File: src/rtl/lc3_control_fsm_if.sv
// lc3_control_fsm_if: control/status bundle between the LC-3 sequencer and its datapath and memory
interface lc3_control_fsm_if;
  logic        i_run;
  logic [15:0] i_ir;
  logic [2:0]  i_nzp;
  logic        i_mem_ready;
  logic [3:0]  o_state;
  logic        o_ld_mar;
  logic        o_ld_mdr;
  logic        o_ld_ir;
  logic        o_ld_pc;
  logic        o_ld_reg;
  logic        o_ld_cc;
  logic        o_pc_inc;
  logic        o_mem_en;
  logic        o_mem_we;
  logic [1:0]  o_mar_sel;
  logic [1:0]  o_pc_sel;
  logic [1:0]  o_reg_src;
  logic        o_dr_r7;
  logic [1:0]  o_alu_op;
  logic        o_instr_done;
  logic        o_halted;
  logic        o_illegal;
  logic        o_bus_err;
  modport master (
    input  i_run, i_ir, i_nzp, i_mem_ready,
    output o_state, o_ld_mar, o_ld_mdr, o_ld_ir, o_ld_pc, o_ld_reg, o_ld_cc, o_pc_inc,
           o_mem_en, o_mem_we, o_mar_sel, o_pc_sel, o_reg_src, o_dr_r7, o_alu_op,
           o_instr_done, o_halted, o_illegal, o_bus_err
  );
  modport slave (
    output i_run, i_ir, i_nzp, i_mem_ready,
    input  o_state, o_ld_mar, o_ld_mdr, o_ld_ir, o_ld_pc, o_ld_reg, o_ld_cc, o_pc_inc,
           o_mem_en, o_mem_we, o_mar_sel, o_pc_sel, o_reg_src, o_dr_r7, o_alu_op,
           o_instr_done, o_halted, o_illegal, o_bus_err
  );
endinterface

File: src/rtl/lc3_control_fsm.sv
// lc3_control_fsm: multicycle fetch/decode/execute sequencer driving the LC-3 datapath strobes
module lc3_control_fsm #(
  parameter int unsigned WAIT_MAX = 255
) (
  input logic clk,
  input logic reset,
  lc3_control_fsm_if.master bus
);
  localparam logic [3:0] S_IDLE  = 4'd0;
  localparam logic [3:0] S_FADDR = 4'd1;
  localparam logic [3:0] S_FWAIT = 4'd2;
  localparam logic [3:0] S_DEC   = 4'd3;
  localparam logic [3:0] S_EXEC  = 4'd4;
  localparam logic [3:0] S_MWAIT = 4'd5;
  localparam logic [3:0] S_WB    = 4'd6;
  localparam logic [3:0] S_HALT  = 4'd7;
  localparam logic [15:0] W_LAST = 16'(WAIT_MAX - 1);
  logic [3:0]  r_state;
  logic [15:0] r_wcnt;
  logic        r_halted;
  logic        r_illegal;
  logic        r_bus_err;
  logic [3:0]  w_next;
  logic [3:0]  w_op;
  logic [3:0]  w_after;
  logic        w_store;
  logic        w_mem_op;
  logic        w_illegal_op;
  logic        w_wait;
  logic        w_timeout;
  logic        w_enter_wait;
  logic        w_ld_mar;
  logic        w_ld_mdr;
  logic        w_ld_ir;
  logic        w_ld_pc;
  logic        w_ld_reg;
  logic        w_ld_cc;
  logic        w_pc_inc;
  logic        w_mem_en;
  logic        w_mem_we;
  logic [1:0]  w_mar_sel;
  logic [1:0]  w_pc_sel;
  logic [1:0]  w_reg_src;
  logic        w_dr_r7;
  logic [1:0]  w_alu_op;
  logic        w_done;
  assign w_op         = bus.i_ir[15:12];
  assign w_store      = bus.i_ir[12];
  assign w_mem_op     = !w_op[3] && w_op[1];
  assign w_illegal_op = w_op == 4'b1000 || w_op == 4'b1101 || w_op == 4'b1010 || w_op == 4'b1011;
  assign w_wait       = r_state == S_FWAIT || r_state == S_MWAIT;
  assign w_timeout    = w_wait && !bus.i_mem_ready && r_wcnt == W_LAST;
  assign w_after      = bus.i_run ? S_FADDR : S_IDLE;
  assign w_enter_wait = (w_next == S_FWAIT && r_state != S_FWAIT) || (w_next == S_MWAIT && r_state != S_MWAIT);
  // datapath strobes and selects decoded from the current state, opcode and condition codes
  always_comb begin
    w_ld_mar  = 1'b0;
    w_ld_mdr  = 1'b0;
    w_ld_ir   = 1'b0;
    w_ld_pc   = 1'b0;
    w_ld_reg  = 1'b0;
    w_ld_cc   = 1'b0;
    w_pc_inc  = 1'b0;
    w_mem_en  = 1'b0;
    w_mem_we  = 1'b0;
    w_mar_sel = 2'd0;
    w_pc_sel  = 2'd0;
    w_reg_src = 2'd0;
    w_dr_r7   = 1'b0;
    w_alu_op  = 2'd0;
    w_done    = 1'b0;
    case (r_state)
      S_FADDR: begin
        w_ld_mar = 1'b1;
        w_pc_inc = 1'b1;
      end
      S_FWAIT: begin
        w_mem_en = 1'b1;
        w_ld_ir  = bus.i_mem_ready;
      end
      S_EXEC: begin
        case (w_op)
          4'b0001, 4'b0101, 4'b1001: begin
            w_ld_reg = 1'b1;
            w_ld_cc  = 1'b1;
            w_alu_op = w_op == 4'b0101 ? 2'd1 : w_op == 4'b1001 ? 2'd2 : 2'd0;
            w_done   = 1'b1;
          end
          4'b0000: begin
            w_ld_pc = |(bus.i_ir[11:9] & bus.i_nzp);
            w_done  = 1'b1;
          end
          4'b1100: begin
            w_ld_pc  = 1'b1;
            w_pc_sel = 2'd1;
            w_done   = 1'b1;
          end
          4'b0100: begin
            w_ld_reg  = 1'b1;
            w_reg_src = 2'd2;
            w_dr_r7   = 1'b1;
            w_ld_pc   = 1'b1;
            w_pc_sel  = bus.i_ir[11] ? 2'd2 : 2'd1;
            w_done    = 1'b1;
          end
          4'b1110: begin
            w_ld_reg  = 1'b1;
            w_reg_src = 2'd3;
            w_done    = 1'b1;
          end
          4'b0010, 4'b0011, 4'b0110, 4'b0111: begin
            w_ld_mar  = 1'b1;
            w_mar_sel = bus.i_ir[14] ? 2'd2 : 2'd1;
          end
          default: ;
        endcase
      end
      S_MWAIT: begin
        w_mem_en = 1'b1;
        w_mem_we = w_store;
        w_ld_mdr = bus.i_mem_ready && !w_store;
        w_done   = bus.i_mem_ready && w_store;
      end
      S_WB: begin
        w_ld_reg  = 1'b1;
        w_ld_cc   = 1'b1;
        w_reg_src = 2'd1;
        w_done    = 1'b1;
      end
      default: ;
    endcase
  end
  // sequencing; memory ready wins over a timeout landing in the same cycle
  always_comb begin
    w_next = r_state;
    case (r_state)
      S_IDLE:  w_next = bus.i_run ? S_FADDR : S_IDLE;
      S_FADDR: w_next = S_FWAIT;
      S_FWAIT: w_next = bus.i_mem_ready ? S_DEC : w_timeout ? S_HALT : S_FWAIT;
      S_DEC:   w_next = (w_op == 4'b1111 || w_illegal_op) ? S_HALT : S_EXEC;
      S_EXEC:  w_next = w_done ? w_after : w_mem_op ? S_MWAIT : S_HALT;
      S_MWAIT: w_next = bus.i_mem_ready ? (w_store ? w_after : S_WB) : w_timeout ? S_HALT : S_MWAIT;
      S_WB:    w_next = w_after;
      S_HALT:  w_next = S_HALT;
      default: w_next = S_IDLE;
    endcase
  end
  // state, wait counter and sticky status flags
  always_ff @(posedge clk) begin
    if (reset) begin
      r_state   <= S_IDLE;
      r_wcnt    <= 16'd0;
      r_halted  <= 1'b0;
      r_illegal <= 1'b0;
      r_bus_err <= 1'b0;
    end else begin
      r_state   <= w_next;
      r_wcnt    <= w_enter_wait ? 16'd0 : (w_wait && !bus.i_mem_ready) ? r_wcnt + 16'd1 : r_wcnt;
      r_halted  <= r_halted || w_next == S_HALT;
      r_illegal <= r_illegal || (r_state == S_DEC && w_illegal_op);
      r_bus_err <= r_bus_err || w_timeout;
    end
  end
  assign bus.o_state      = r_state;
  assign bus.o_ld_mar     = w_ld_mar;
  assign bus.o_ld_mdr     = w_ld_mdr;
  assign bus.o_ld_ir      = w_ld_ir;
  assign bus.o_ld_pc      = w_ld_pc;
  assign bus.o_ld_reg     = w_ld_reg;
  assign bus.o_ld_cc      = w_ld_cc;
  assign bus.o_pc_inc     = w_pc_inc;
  assign bus.o_mem_en     = w_mem_en;
  assign bus.o_mem_we     = w_mem_we;
  assign bus.o_mar_sel    = w_mar_sel;
  assign bus.o_pc_sel     = w_pc_sel;
  assign bus.o_reg_src    = w_reg_src;
  assign bus.o_dr_r7      = w_dr_r7;
  assign bus.o_alu_op     = w_alu_op;
  assign bus.o_instr_done = w_done;
  assign bus.o_halted     = r_halted;
  assign bus.o_illegal    = r_illegal;
  assign bus.o_bus_err    = r_bus_err;
endmodule

File: src/flat_wrapper.sv
// flat-port wrapper written by rule: the top's interface ports become plain ports
module lc3_control_fsm_flat 
#(
  parameter int unsigned WAIT_MAX = 255
)
  (clk, reset, bus_i_run, bus_i_ir, bus_i_nzp, bus_i_mem_ready, bus_o_state, bus_o_ld_mar, bus_o_ld_mdr, bus_o_ld_ir, bus_o_ld_pc, bus_o_ld_reg, bus_o_ld_cc, bus_o_pc_inc, bus_o_mem_en, bus_o_mem_we, bus_o_mar_sel, bus_o_pc_sel, bus_o_reg_src, bus_o_dr_r7, bus_o_alu_op, bus_o_instr_done, bus_o_halted, bus_o_illegal, bus_o_bus_err);
  lc3_control_fsm_if bus_i ();
  input logic clk;
  input logic reset;
  input wire logic [$bits(bus_i.i_run)-1:0] bus_i_run;
  input wire logic [$bits(bus_i.i_ir)-1:0] bus_i_ir;
  input wire logic [$bits(bus_i.i_nzp)-1:0] bus_i_nzp;
  input wire logic [$bits(bus_i.i_mem_ready)-1:0] bus_i_mem_ready;
  output wire logic [$bits(bus_i.o_state)-1:0] bus_o_state;
  output wire logic [$bits(bus_i.o_ld_mar)-1:0] bus_o_ld_mar;
  output wire logic [$bits(bus_i.o_ld_mdr)-1:0] bus_o_ld_mdr;
  output wire logic [$bits(bus_i.o_ld_ir)-1:0] bus_o_ld_ir;
  output wire logic [$bits(bus_i.o_ld_pc)-1:0] bus_o_ld_pc;
  output wire logic [$bits(bus_i.o_ld_reg)-1:0] bus_o_ld_reg;
  output wire logic [$bits(bus_i.o_ld_cc)-1:0] bus_o_ld_cc;
  output wire logic [$bits(bus_i.o_pc_inc)-1:0] bus_o_pc_inc;
  output wire logic [$bits(bus_i.o_mem_en)-1:0] bus_o_mem_en;
  output wire logic [$bits(bus_i.o_mem_we)-1:0] bus_o_mem_we;
  output wire logic [$bits(bus_i.o_mar_sel)-1:0] bus_o_mar_sel;
  output wire logic [$bits(bus_i.o_pc_sel)-1:0] bus_o_pc_sel;
  output wire logic [$bits(bus_i.o_reg_src)-1:0] bus_o_reg_src;
  output wire logic [$bits(bus_i.o_dr_r7)-1:0] bus_o_dr_r7;
  output wire logic [$bits(bus_i.o_alu_op)-1:0] bus_o_alu_op;
  output wire logic [$bits(bus_i.o_instr_done)-1:0] bus_o_instr_done;
  output wire logic [$bits(bus_i.o_halted)-1:0] bus_o_halted;
  output wire logic [$bits(bus_i.o_illegal)-1:0] bus_o_illegal;
  output wire logic [$bits(bus_i.o_bus_err)-1:0] bus_o_bus_err;
  assign bus_i.i_run = bus_i_run;
  assign bus_i.i_ir = bus_i_ir;
  assign bus_i.i_nzp = bus_i_nzp;
  assign bus_i.i_mem_ready = bus_i_mem_ready;
  assign bus_o_state = bus_i.o_state;
  assign bus_o_ld_mar = bus_i.o_ld_mar;
  assign bus_o_ld_mdr = bus_i.o_ld_mdr;
  assign bus_o_ld_ir = bus_i.o_ld_ir;
  assign bus_o_ld_pc = bus_i.o_ld_pc;
  assign bus_o_ld_reg = bus_i.o_ld_reg;
  assign bus_o_ld_cc = bus_i.o_ld_cc;
  assign bus_o_pc_inc = bus_i.o_pc_inc;
  assign bus_o_mem_en = bus_i.o_mem_en;
  assign bus_o_mem_we = bus_i.o_mem_we;
  assign bus_o_mar_sel = bus_i.o_mar_sel;
  assign bus_o_pc_sel = bus_i.o_pc_sel;
  assign bus_o_reg_src = bus_i.o_reg_src;
  assign bus_o_dr_r7 = bus_i.o_dr_r7;
  assign bus_o_alu_op = bus_i.o_alu_op;
  assign bus_o_instr_done = bus_i.o_instr_done;
  assign bus_o_halted = bus_i.o_halted;
  assign bus_o_illegal = bus_i.o_illegal;
  assign bus_o_bus_err = bus_i.o_bus_err;
  lc3_control_fsm #(.WAIT_MAX(WAIT_MAX)) u_core (.clk(clk), .reset(reset), .bus(bus_i));
endmodule
File: config.mk
export PLATFORM = sky130hd
export DESIGN_NAME = lc3_control_fsm_flat
export DESIGN_NICKNAME = d
export VERILOG_FILES = /design/src/rtl/lc3_control_fsm_if.sv /design/src/rtl/lc3_control_fsm.sv /design/src/flat_wrapper.sv
export SDC_FILE = /design/constraint.sdc
export NUM_CORES = 1
export LEC_CHECK = 0
export CAP_MARGIN = 10
export CORE_MARGIN = 8
export CORE_UTILIZATION = 40
export DETAILED_ROUTE_END_ITERATION = 6
export HOLD_SLACK_MARGIN = 0.05
export PLACE_DENSITY = 0.83
export REMOVE_ABC_BUFFERS = 1
export SYNTH_ARGS = -nofsm -noshare
export SYNTH_HDL_FRONTEND = slang
export SYNTH_SLANG_ARGS = --single-unit
File: constraint.sdc
create_clock -name clk -period 2.55 [get_ports clk]
set_clock_uncertainty 0.05 [all_clocks]
set_input_delay 0.3825 -clock clk [delete_from_list [all_inputs] [get_ports clk]]
set_output_delay 0.3825 -clock clk [all_outputs]
set_load 0.02 [all_outputs]
After elaboration in Yosys (flattened, before gate mapping)
Index checks and enable logic that the tools add are counted.

operators by class
  eq/ne operators = 28
  $add $sub $neg = 1
  bitwise operators = 1
  reductions and logical operators = 31
  multiplexer cells = 39

operators by type and width
  kind                   number
  $eq 4x3->1 const B     10
  $eq 4x4->1 const B     8
  $pmux 4 s7             1
  $mux 2                 12
  $eq 4x2->1 const B     5
  $add 16x1->16 const B  1
  $eq 16x8->1 const B    1
  $mux 4                 4
  $mux 1                 13
  $pmux 2 s2             3
  $logic_or 1x1->1       9
  $eq 4x1->1 const B     2
  $logic_and 1x1->1      8
  $logic_not 4->1        2
  $pmux 1 s2             4
  $reduce_or 2->1        4
  $reduce_or 7->1        1
  $reduce_or 3->1        2
  $reduce_or 5->1        1
  $ne 4x2->1 const B     1
  $ne 4x3->1 const B     1
  $reduce_or 4->1        1
  $and 3x3->3            1
  $logic_not 1->1        3
  other kinds (2)        2

storage, ports and cells
  input port bits = 23
  output and inout bits = 26
  word-level logic and storage cells = 105
  bits in registers = 23

Depth between registers and ports, before layout
  depth in word-level cells = 11
  gate-level depth with buffers = 8

Worst setup path after synthesis
Ideal clock, no wire load.

  kind = reg-to-output
  from = reg u_core.r_state[2], in the netlist u_core.bus.o_state[2]
  to = out bus_o_pc_sel[1]
  buffers on the path = 0
  slack = 268 ps
  arrival time = 1,849 ps
  stages on the path, launching flop included = 6
  path through = dfxtp_1 or2b_1 nor2_1 nand2_1 or3_1 nor3b_1

on the way
  longest elaborated chain between the ends = 2

ends and longest elaborated chain
  item                      RTL line                source
  start: declaration        lc3_control_fsm.sv:18   logic [3:0] r_state;
  start signal: assignment  lc3_control_fsm.sv:157  r_state <= w_next;
  $eq 4x3->1                lc3_control_fsm.sv:72   case (r_state)
  $mux 2                    lc3_control_fsm.sv:72
  end: declaration          flat_wrapper.sv:25      output wire logic [$bits(bus_i.o_pc_sel)-1:0] bus_o_pc_sel;

Every way passes these cells.

Worst setup path after layout
  from = in bus_i_ir[15]
  to = out bus_o_reg_src[0]

on the way
  longest elaborated chain between the ends = 3
  elaborated cells on any way between the ends = 4

ends and longest elaborated chain
  item                                      RTL line               source
  start: declaration                        flat_wrapper.sv:11     input wire logic [$bits(bus_i.i_ir)-1:0] bus_i_ir;
  $eq 4x4->1 or $eq 4x3->1 (tied branches)  lc3_control_fsm.sv:82  case (w_op)
  $pmux 2 s2 *                              lc3_control_fsm.sv:82
  $pmux 2 s2 *                              lc3_control_fsm.sv:72
  end: declaration                          flat_wrapper.sv:26     output wire logic [$bits(bus_i.o_reg_src)-1:0] bus_o_reg_src;

Every way passes the cells marked *; elsewhere a longest branch is shown, timed or not.

==> results.cfg <==
[layout]
multi_input_comb_area_um2 = 878
final-seq-area_um2 = 440
diodes = 0
num-fill-cells = 323
final_core_util = 0.582
layout_commonest_cell = nor2_1
nets = 263
area_growth_pct = 38.5
final_cell_mix = nor2_1, clkdlybuf4s50_1, dfxtp_1
drive_gt1_frac = 0.136

[synthesis]
synth_warnings = 0
netlist_area_um2 = 1410
synth-edff-count = 0
synthCells = 186
synth_flop_cell = dfxtp_1
synth-seq-area-share = 0.312
async_reset_ff_frac = 0
syn_avg_cell_area_um2 = 7.59
synth_cell_types = 48
ys_seq_elements = 22

[timing]
hold_slack_ps = 423
hold_violations = 0
fin_crit_sh = 0.972
rsz0062_at_grt = no
slew_violations = 0
setup_slack_ps = 72.1
max_freq_mhz = 404
slew_headroom = 0.663
period_minus_slack_ps = 2480
setup_viol = 0
tightest_slew_ps = 501

[critical_path]
critical_path_required_ps = 2120
crit_fanout = 7
crit_type = in2out
cp-start-kind = input port
arrival_ps = 2050
endpoint_kind = output port

[placement]
hpwlAfterDp_mm = 2.86
place.port_buffers = 38
place_ws_ps = -143
finalWeightedCongestion = 0.826

[floorplanning]
die-area_um2 = 5690
rows = 21
io_pins = 49
core_area_um2 = 3360
fp.dieW_um = 75.4
chipHeight_um = 75.4
start_util = 0.420

[worst_hold_path]
min_path_type = reg2reg

[clocking]
cts.sinks = 22
root_buffer = clkbuf_4
clockBufferDepth = 2
cts_tree = yes
postCtsHoldBufs = 0
clkLatencyLatePin_ps = 300
clkTransAtPathRegs_ps = 100
cts_buffers = 3
htreeDepth = 1

[global_routing]
grt_first_pass_wirelength_mm = 6.07
grt_use_total = 0.137
grt.busiest_layer = met2
grt_max_degree = 17
antenna_found_initial = 0
use_met3 = 0.0382
grt_util_met1 = 0.163
first_global_vias = 1363
grt_util_met2 = 0.227
overflow = 0

[drt]
drtIter0Drc = 104
avgViaCountPerCell = 5.11
first_pass_iters = 4
drt-total-wl_mm = 3.61
ant_nets = 0
wire_per_inst_um = 12.8
drc = 0
dr_total_vias = 1441

[pwr]
p_leak_nw = 0.833
power_per_cell_area_nw_per_um2 = 370
peakVddDrop_mv = 0.274

[outcome]
status = finished, final reports clean

[run]
cap_viol_max_count = 0
## power breakdown
group | total, mW | switching (mW) | internal, mW
logic | 0.213 | 0.110 | 0.103
registers | 0.359 | 0.00798 | 0.351
clock network | 0.152 | 0.0967 | 0.0552
total | 0.723 | 0.215 | 0.508
## Yosys cell counts, types with 2 or more instances
cell type,count,share of area
a211oi_1,2,0.011
a211oi_4,2,0.028
a21oi_1,4,0.014
a41oi_1,2,0.012
buf_2,4,0.014
buf_6,2,0.016
clkbuf_1,3,0.0080
dfxtp_1,22,0.31
ha_1,2,0.018
inv_1,8,0.021
nand2_1,16,0.043
nand2b_1,6,0.027
nand3_1,6,0.021
nand3b_1,2,0.011
nand4_1,7,0.031
nor2_1,39,0.10
nor3_1,8,0.028
nor3b_1,2,0.011
nor4_1,4,0.018
o21ai_0,2,0.0071
o22ai_1,2,0.0089
xnor2_1,3,0.019
xor2_1,13,0.081
## area by class of cell
cell class / instances / share of cell area
timing repair buffer: 58 / 0.270
clock buffer: 3 / 0.0115
sequential: 22 / 0.225
inverter: 8 / 0.0153
multi-input combinational: 145 / 0.449
tap: 46 / 0.0294
## registers in the layout, summed over array words and instances (netlist names)
name                  flops
u_core.r_wcnt            16
u_core.bus.o_illegal      1
u_core.bus.o_state        3
u_core.bus.o_halted       1
u_core.bus.o_bus_err      1
## per-stage QoR
step                total power [mW]  setup TNS [ps]  instance area, um^2  cells
floorplan                      0.469               0                 1350    175
global placement               0.575            -343                 1930    279
detailed placement             0.578            -406                 1930    279
CTS                            0.728               0                 1950    282
global route                   0.771               0                 1960    282
finish                         0.723               0                 1960    282
## worst paths after layout
path,start,end,slack (ps),cells past startpoint
max,bus_i_ir[15],bus_o_reg_src[0],70,5
min,u_core.bus.o_halted,u_core.bus.o_halted,420,2
max reg2reg,u_core.r_wcnt[1],u_core.bus.o_halted,560,7
min reg2reg,u_core.bus.o_halted,u_core.bus.o_halted,420,2
## kinds of logic (layout without fill, tap and decap cells)
group | Yosys count | count (layout) | share of synthesized area
compound gates | 25 | 25 | 0.147
fa+ha+maj | 2 | 2 | 0.0177
xor+xnor | 16 | 16 | 0.0992
buf+inv | 19 | 69 | 0.0682
mux | 1 | 1 | 0.00797
other cells | 1 | 1 | 0.00265
flops | 22 | 22 | 0.312
simple gates | 100 | 100 | 0.345
## critical path, stage by stage
cell             delay, ps
clkdlybuf4s50_1        610
buf_4                  200
a41oi_1                110
nor2_1                 110
clkdlybuf4s50_1        620
## timing repair
item                       4_1_cts  5_1_grt
setup buffers                    0        0
setup endpoints to repair       10        6
resized for setup               10        8
## layer usage
metal	part of all wire	vias up
met4	0.020	0
met5	0	-
li1	-	742
met3	0.064	7
met2	0.47	40
met1	0.45	652
Power figures use the tool's default switching activity.
